File: config.mk
export PLATFORM = sky130hd
export DESIGN_NAME = display_scan_driver_flat
export DESIGN_NICKNAME = d
export VERILOG_FILES = /design/src/rtl/display_scan_driver_if.sv /design/src/rtl/display_scan_driver.sv /design/src/flat_wrapper.sv
export SDC_FILE = /design/constraint.sdc
export NUM_CORES = 1
export LEC_CHECK = 0
export ABC_AREA = 1
export BUFFER_PORTS_ARGS = -buffer_cell sky130_fd_sc_hd__buf_2
export CORE_MARGIN = 2
export CORE_UTILIZATION = 50
export DETAILED_ROUTE_END_ITERATION = 16
export PLACE_DENSITY = 0.78
export SYNTH_ARGS = -nofsm -noshare
export SYNTH_HDL_FRONTEND = slang
export SYNTH_SLANG_ARGS = --single-unit
File: constraint.sdc
create_clock -name in_clock -period 3.1 [get_ports in_clock]
set_input_delay 0.62 -clock in_clock [delete_from_list [all_inputs] [get_ports in_clock]]
set_output_delay 0.62 -clock in_clock [all_outputs]
set_load 0.005 [all_outputs]
File: src/rtl/display_scan_driver_if.sv
// rtl/display_scan_driver_if.sv - digit/mask inputs and segment/anode outputs of the scan driver
interface display_scan_driver_if;
  logic [3:0] in_digit0;
  logic [3:0] in_digit1;
  logic [3:0] in_digit2;
  logic [3:0] in_digit3;
  logic [3:0] in_blink_mask;
  logic [7:0] out_seg;
  logic [3:0] out_an;
  logic       out_blink_phase;

  // Source of the BCD digits and consumer of the display drive
  modport master (
    output in_digit0, in_digit1, in_digit2, in_digit3, in_blink_mask,
    input  out_seg, out_an, out_blink_phase
  );

  // The scan driver itself
  modport slave (
    input  in_digit0, in_digit1, in_digit2, in_digit3, in_blink_mask,
    output out_seg, out_an, out_blink_phase
  );
endinterface

File: src/rtl/display_scan_driver.sv
// rtl/display_scan_driver.sv - four-digit common-anode 7-segment scanner with guard and blink
module display_scan_driver #(
  parameter int SCAN_DIV  = 50000,
  parameter int GUARD     = 16,
  parameter int BLINK_DIV = 12500000
) (
  input logic                 in_clock,
  input logic                 in_reset,
  display_scan_driver_if.slave bus
);

  localparam int CW = (SCAN_DIV > 1) ? $clog2(SCAN_DIV) : 1;
  localparam int BW = (BLINK_DIV > 1) ? $clog2(BLINK_DIV) : 1;

  logic [CW-1:0] cnt;
  logic [1:0]    idx;
  logic [BW-1:0] bcnt;
  logic          phase;

  logic [3:0]    digit;
  logic [7:0]    seg_dec;
  logic          in_guard;
  logic          blanked;

  // Select the BCD digit for the slot currently being scanned (inputs are live, never latched)
  always_comb begin
    digit = bus.in_digit0;
    case (idx)
      2'd0: digit = bus.in_digit0;
      2'd1: digit = bus.in_digit1;
      2'd2: digit = bus.in_digit2;
      2'd3: digit = bus.in_digit3;
      default: digit = bus.in_digit0;
    endcase
  end

  // BCD to active-low segments {dp,g,f,e,d,c,b,a}; non-BCD codes show a blank digit
  always_comb begin
    seg_dec = 8'hFF;
    case (digit)
      4'd0: seg_dec = 8'hC0;
      4'd1: seg_dec = 8'hF9;
      4'd2: seg_dec = 8'hA4;
      4'd3: seg_dec = 8'hB0;
      4'd4: seg_dec = 8'h99;
      4'd5: seg_dec = 8'h92;
      4'd6: seg_dec = 8'h82;
      4'd7: seg_dec = 8'hF8;
      4'd8: seg_dec = 8'h80;
      4'd9: seg_dec = 8'h90;
      default: seg_dec = 8'hFF;
    endcase
  end

  // With no guard window the comparison would be against zero, so it is elided entirely
  generate
    if (GUARD == 0) begin : g_no_guard
      assign in_guard = 1'b0;
    end else begin : g_guard
      assign in_guard = (32'(cnt) < GUARD);
    end
  endgenerate

  // Blinking digits keep their anode on but show no segments during the off phase
  assign blanked = bus.in_blink_mask[idx] && !phase;

  // Slot and blink timebases; both run free and only reset restarts them
  always_ff @(posedge in_clock) begin
    if (in_reset) begin
      cnt   <= '0;
      idx   <= 2'd0;
      bcnt  <= '0;
      phase <= 1'b1;
    end else begin
      if (cnt == CW'(SCAN_DIV - 1)) begin
        cnt <= '0;
        idx <= idx + 2'd1;
      end else begin
        cnt <= cnt + 1'b1;
      end
      if (bcnt == BW'(BLINK_DIV - 1)) begin
        bcnt  <= '0;
        phase <= ~phase;
      end else begin
        bcnt <= bcnt + 1'b1;
      end
    end
  end

  // Registered display drive; a single anode pattern register means two digits can never overlap
  always_ff @(posedge in_clock) begin
    if (in_reset) begin
      bus.out_an          <= 4'b1111;
      bus.out_seg         <= 8'hFF;
      bus.out_blink_phase <= 1'b1;
    end else begin
      bus.out_blink_phase <= phase;
      if (in_guard) begin
        bus.out_an  <= 4'b1111;
        bus.out_seg <= 8'hFF;
      end else begin
        bus.out_an  <= ~(4'b0001 << idx);
        bus.out_seg <= blanked ? 8'hFF : seg_dec;
      end
    end
  end

endmodule

File: src/flat_wrapper.sv
// flat-port wrapper written by rule: the top's interface ports become plain ports
module display_scan_driver_flat 
#(
  parameter int SCAN_DIV  = 50000,
  parameter int GUARD     = 16,
  parameter int BLINK_DIV = 12500000
)
  (in_clock, in_reset, bus_in_digit0, bus_in_digit1, bus_in_digit2, bus_in_digit3, bus_in_blink_mask, bus_out_seg, bus_out_an, bus_out_blink_phase);
  display_scan_driver_if bus_i ();
  input logic in_clock;
  input logic in_reset;
  input wire logic [$bits(bus_i.in_digit0)-1:0] bus_in_digit0;
  input wire logic [$bits(bus_i.in_digit1)-1:0] bus_in_digit1;
  input wire logic [$bits(bus_i.in_digit2)-1:0] bus_in_digit2;
  input wire logic [$bits(bus_i.in_digit3)-1:0] bus_in_digit3;
  input wire logic [$bits(bus_i.in_blink_mask)-1:0] bus_in_blink_mask;
  output wire logic [$bits(bus_i.out_seg)-1:0] bus_out_seg;
  output wire logic [$bits(bus_i.out_an)-1:0] bus_out_an;
  output wire logic [$bits(bus_i.out_blink_phase)-1:0] bus_out_blink_phase;
  assign bus_i.in_digit0 = bus_in_digit0;
  assign bus_i.in_digit1 = bus_in_digit1;
  assign bus_i.in_digit2 = bus_in_digit2;
  assign bus_i.in_digit3 = bus_in_digit3;
  assign bus_i.in_blink_mask = bus_in_blink_mask;
  assign bus_out_seg = bus_i.out_seg;
  assign bus_out_an = bus_i.out_an;
  assign bus_out_blink_phase = bus_i.out_blink_phase;
  display_scan_driver #(.SCAN_DIV(SCAN_DIV), .GUARD(GUARD), .BLINK_DIV(BLINK_DIV)) u_core (.in_clock(in_clock), .in_reset(in_reset), .bus(bus_i));
endmodule
---- After elaboration in Yosys (flattened, before gate mapping) ----
Memories as Yosys holds them, arrays and structs flattened. A register that Yosys moved wholly into a read port is not among the register bits.
Cells that the tools add are included.
storage, ports and cells
  register bits ........................... 56
  bits in read-only memories .............. 112
  input bits .............................. 22
  output and inout bits ................... 13
  word-level logic and storage cells ...... 31
  memories ................................ 1
memories
  memory            depth  width  rd ports  clocked after Yosys merged registers in  wr ports  line                       RTL
  (name not given)  16     7      1         1                                        0         display_scan_driver.sv:40  case (digit)
cells by class
  add/sub/neg operators ................... 3
  order comparisons ....................... 2
  eq/ne operators ......................... 5
  shift operators ......................... 1
  muxes and demuxes ....................... 3
  bitwise logic cells ..................... 2
  reduce and logical (&&, ||, !) cells .... 7
operators by type and width
  kind                                                                           number
  24-bit by 1-bit adder with 24-bit output, second input constant                1
  24-bit == test, second input constant                                          1
  16-bit by 1-bit adder with 16-bit output, second input constant                1
  16-bit == test, second input constant                                          1
  16-bit by 5-bit less-than comparator with 1-bit output, second input constant  1
  4-bit case mux with 4 select lines                                             1
  2-bit OR reduction                                                             3
  2-bit == test, second input constant                                           2
  4-bit NOT                                                                      1
  1-bit by 2-bit left shift with 4-bit output, first input constant              1
  2-bit by 3-bit less-than comparator with 1-bit output, second input constant   1
  3-bit OR reduction                                                             1
  2-bit by 1-bit adder with 2-bit output, second input constant                  1
  1-bit binary-select mux with 2-bit select                                      1
  2-bit by 1-bit == test with 1-bit output, second input constant                1
  2-bit logical NOT                                                              1
  1-bit logical AND                                                              1
  1-bit logical NOT                                                              1
  1-bit two-way mux                                                              1
  1-bit NOT                                                                      1

---- Longest topological paths before layout ----
  word-level depth ........................ 4
  gate-level depth with buffers ........... 12
  depth with buffers taken out ............ 12

---- Worst setup path before layout ----
Ideal clock, no wire load.
  kind .................................... reg2reg
  start ................................... reg u_core.idx[0]
  end ..................................... reg u_core.bus.out_seg[1]
  setup time .............................. 58 ps
  arrival ................................. 1867 ps
  data required time ...................... 3042 ps
  setup slack ............................. 1175 ps
  cell stages (with the launch flop) ...... 10
  path buffers ............................ 0
  period minus slack after synthesis ...... 1925 ps
  path through ............................ dfxtp_1 > inv_1 > ha_1 > inv_2 > nand2_1 > o21bai_1 > inv_1 > ha_1 > or2_2 > nand2_1
between the ends
  longest elaborated chain between the ends .. 4
  elaborated cells on any way between the ends .. 9
  those cells by class .................... eq/ne (3); mux (3); reduce/logical (3)
ends and longest elaborated chain
  item                                       line                          RTL
  start: declaration                         display_scan_driver.sv:16     logic [1:0] idx;
  start signal: assignment                   display_scan_driver.sv:77     idx <= idx + 2'd1;
  1-bit binary-select mux with 2-bit select  display_scan_driver.sv:65     assign blanked = bus.in_blink_mask[idx] && !phase;
  1-bit two-way mux (not written as such)    display_scan_driver.sv:65
  1-bit logical AND                          display_scan_driver.sv:65
  3-bit OR reduction (no line)               n/a
  end: declaration                           display_scan_driver_if.sv:21  output out_seg, out_an, out_blink_phase
Parallel ways exist; a longest one is shown, timed or not. The select of a mux whose other input is x is not followed.
A chain may end at the register's enable or synchronous reset.

---- Worst setup path in the final report ----
Ends and elaborated chain as after synthesis.

==> flow_summary.toml <==
[setup_path]
path_delay_family = "adder cells"
cpMaxStageDelayCell = "dfxtp_1"
cp_cell_sequence = "inv_1 -> ha_1 -> inv_2 -> nand2_1 -> o21bai_1 -> inv_1 -> ha_1 -> or2_2 -> nand2_1"
startpoint_type = "flip-flop"
crit_path_end_kind = "flip-flop"
cp.arrival_ns = 2.43
critPathMaxFanout = 9
crit_required_ns = 3.36
max_stage_delay_ns = 0.42
critical_path_buf_inv_count = 3
crit_type = "flip-flop to flip-flop"

[timing]
fin_crit_ns = 2.17
fin_setup_tns_ns = 0
worst_pin_slew_ns = 0.546
hold_violations = 0
final.setup_skew_ns = 0.00779
rsz0062_at_grt = "no"
final-max-slew-violation-count = 0
fmax_mhz = 461
setup_viol = 0
fin_crit_sh_pct = 69.9
relSlewSlack_pct = 63.6

[routing]
wl_per_cell_um = 10.9
viasPerCell = 4.88
num_vias = 2652
drt-met1-wl_um = 2850
first_iter_violations = 137
wl_met3_um = 155
drt-total-wl_um = 5910
ant_nets = 0
wl_met2_um = 2810
top_layer_used = "met4"
firstDrtPassIters = 6
drc_errors = 0

[layout]
most-common-layout-cells = "130 x nand2_1, 64 x nor2_1, 55 x dfxtp_1, 37 x inv_1, 33 x buf_2"
antenna_cells = 0
fin_nets = 499
fillerInstances = 563
finish.instance_area_um2 = 3300
fin_cells = 543
drive_gt1_share_pct = 16.9
syn2layout_area_growth_pct = 10.8
mostFrequentLayoutCell = "nand2_1"
fin_util_pct = 56.4

[placement]
place_area_um2 = 3190
dp_cells = 535
hpwlAfterDp_um = 4630
gp_congestion = 0.871
portBuffers = 33

[global_route]
grt_usage_pct = 18.5
gr-total-overflow = 0
grt_pass1_wl_um = 9670
grt_pass1_vias = 2399
grt_max_degree = 25
antenna_found_initial = 0

[cts]
cts-hold-fix-buffers = 0
postCtsResizedCells = 0
cts.sinks = 55
cts_root_buffer = "clkbuf_8"
htreeDepth = 2
insertion_delay_ns = 0.31
cts_buffers = 5
cts_tree = "built"
cts_setup_buffers = 0
clock_path_buffers = 2
path_clk_slew_ns = 0.10

[synthesis]
yosysUniqueCellTypes = 32
synth_edf_count = 0
synth_top_area_share_pct = 37.0
synth.ff_latch_count = 55
ys.flop_type = "dfxtp_1"
avgSynthCellArea_um2 = 6.91
ys_seq_area_share_pct = 37.0
synth_area_um2 = 2980
synth_area_leaders = "dfxtp_1 37%, nand2_1 16%, nor2_1 8.1%"
ys_async_sr_fraction_pct = 0
ys_warn_count = 0
synth_nets = 463
syn_inst = 431
synth_top_cell_by_area = "dfxtp_1"

[power]
vdd_drop_max_mv = 0.253
leakagePower_nw = 1.21
power.density_nw_per_um2 = 380

[floorplan]
rows = 28
fp.dieW_um = 81.2
core_um2 = 5850
die_area_um2 = 6590
start_util_pct = 50.9
die-height_um = 81.2
io_pins = 35

[outcome]
status = "complete, no violations"

[run]
maxCapViolCount = 0

[worst_hold_path]
hold_path.class = "flip-flop to flip-flop"
## registers in the layout, summed over array words and instances, names as in the netlist
| register | count |
|---|---|
| u_core.idx | 2 |
| u_core.phase | 1 |
| u_core.bcnt | 24 |
| u_core.cnt | 16 |
| u_core.bus.out_an | 4 |
| u_core.bus.out_seg | 7 |
| u_core.bus.out_blink_phase | 1 |
## routing by layer
metal | vias to the layer above | global-route usage, %
met4 | 0 | 6.27
met1 | 1179 | 22.9
met5 | - | 0
met2 | 26 | 32.1
li1 | 1436 | -
met3 | 11 | 3.44
## cells by family (layout without fill, tap and decap cells)
family	count (synthesis)	count (layout)	synth area share [%]
DFF	55	55	37.0
buffers and inverters	45	82	6.85
xor gates and xnor gates	13	13	3.82
and+or+nand+nor	280	280	42.4
AOI/OAI and AO/OA	27	27	5.63
other	1	1	0.126
adders and majority gates	10	10	4.20
## synthesized netlist by cell type (6+ instances only)
library cell / n
nand2_1: 130
nand3_1: 27
a21oi_1: 15
inv_1: 37
ha_1: 10
xnor2_1: 8
nor2_2: 14
nor2_1: 64
nand3b_1: 6
dfxtp_1: 55
nand4_1: 12
nor3_1: 9
## layout make-up
cell class / instances / area, um2 / area share [%]
clock buffer: 5 / 68.8 / 2.09
clock inverter: 3 / 43.8 / 1.33
inverter: 41 / 154 / 4.66
multi-input combinational: 331 / 1670 / 50.7
sequential: 55 / 1100 / 33.4
tap: 75 / 93.8 / 2.84
timing repair buffer: 33 / 165 / 5.01
## metrics by stage
stage	hold WS (ns)	setup WS [ns]	power [mW]
global placement	0.436	1.05	0.793
finish	0.468	0.932	1.25
floorplan	0.427	1.17	0.779
detailed placement	0.455	0.962	0.795
CTS	0.475	0.916	1.27
global route	0.497	0.663	1.31
## worst register-to-register path: stages, from the launching register on
cell and delay [ns]:
dfxtp_1 0.42, inv_1 0.14, ha_1 0.23, inv_2 0.12, nand2_1 0.07, o21bai_1 0.32, inv_1 0.15, ha_1 0.31
or2_2 0.29, nand2_1 0.06
## path summary, 6_finish.rpt
check / start / endpoint / slack, ns / cells past startpoint
worst min register to register: u_core.cnt[0] / u_core.cnt[0] / 0.47 / 1
worst max-delay path: u_core.idx[0] / u_core.bus.out_seg[1] / 0.93 / 9
worst max register to register: u_core.idx[0] / u_core.bus.out_seg[1] / 0.93 / 9
worst min-delay path: u_core.cnt[0] / u_core.cnt[0] / 0.47 / 1
## power breakdown
group	leakage, nW	internal (mW)	switching, mW	total, mW
combinational	0.708	0.0251	0.0351	0.0602
clock	0.0581	0.241	0.235	0.476
sequential	0.445	0.713	0.00545	0.718
Power figures use the tool's default switching activity.
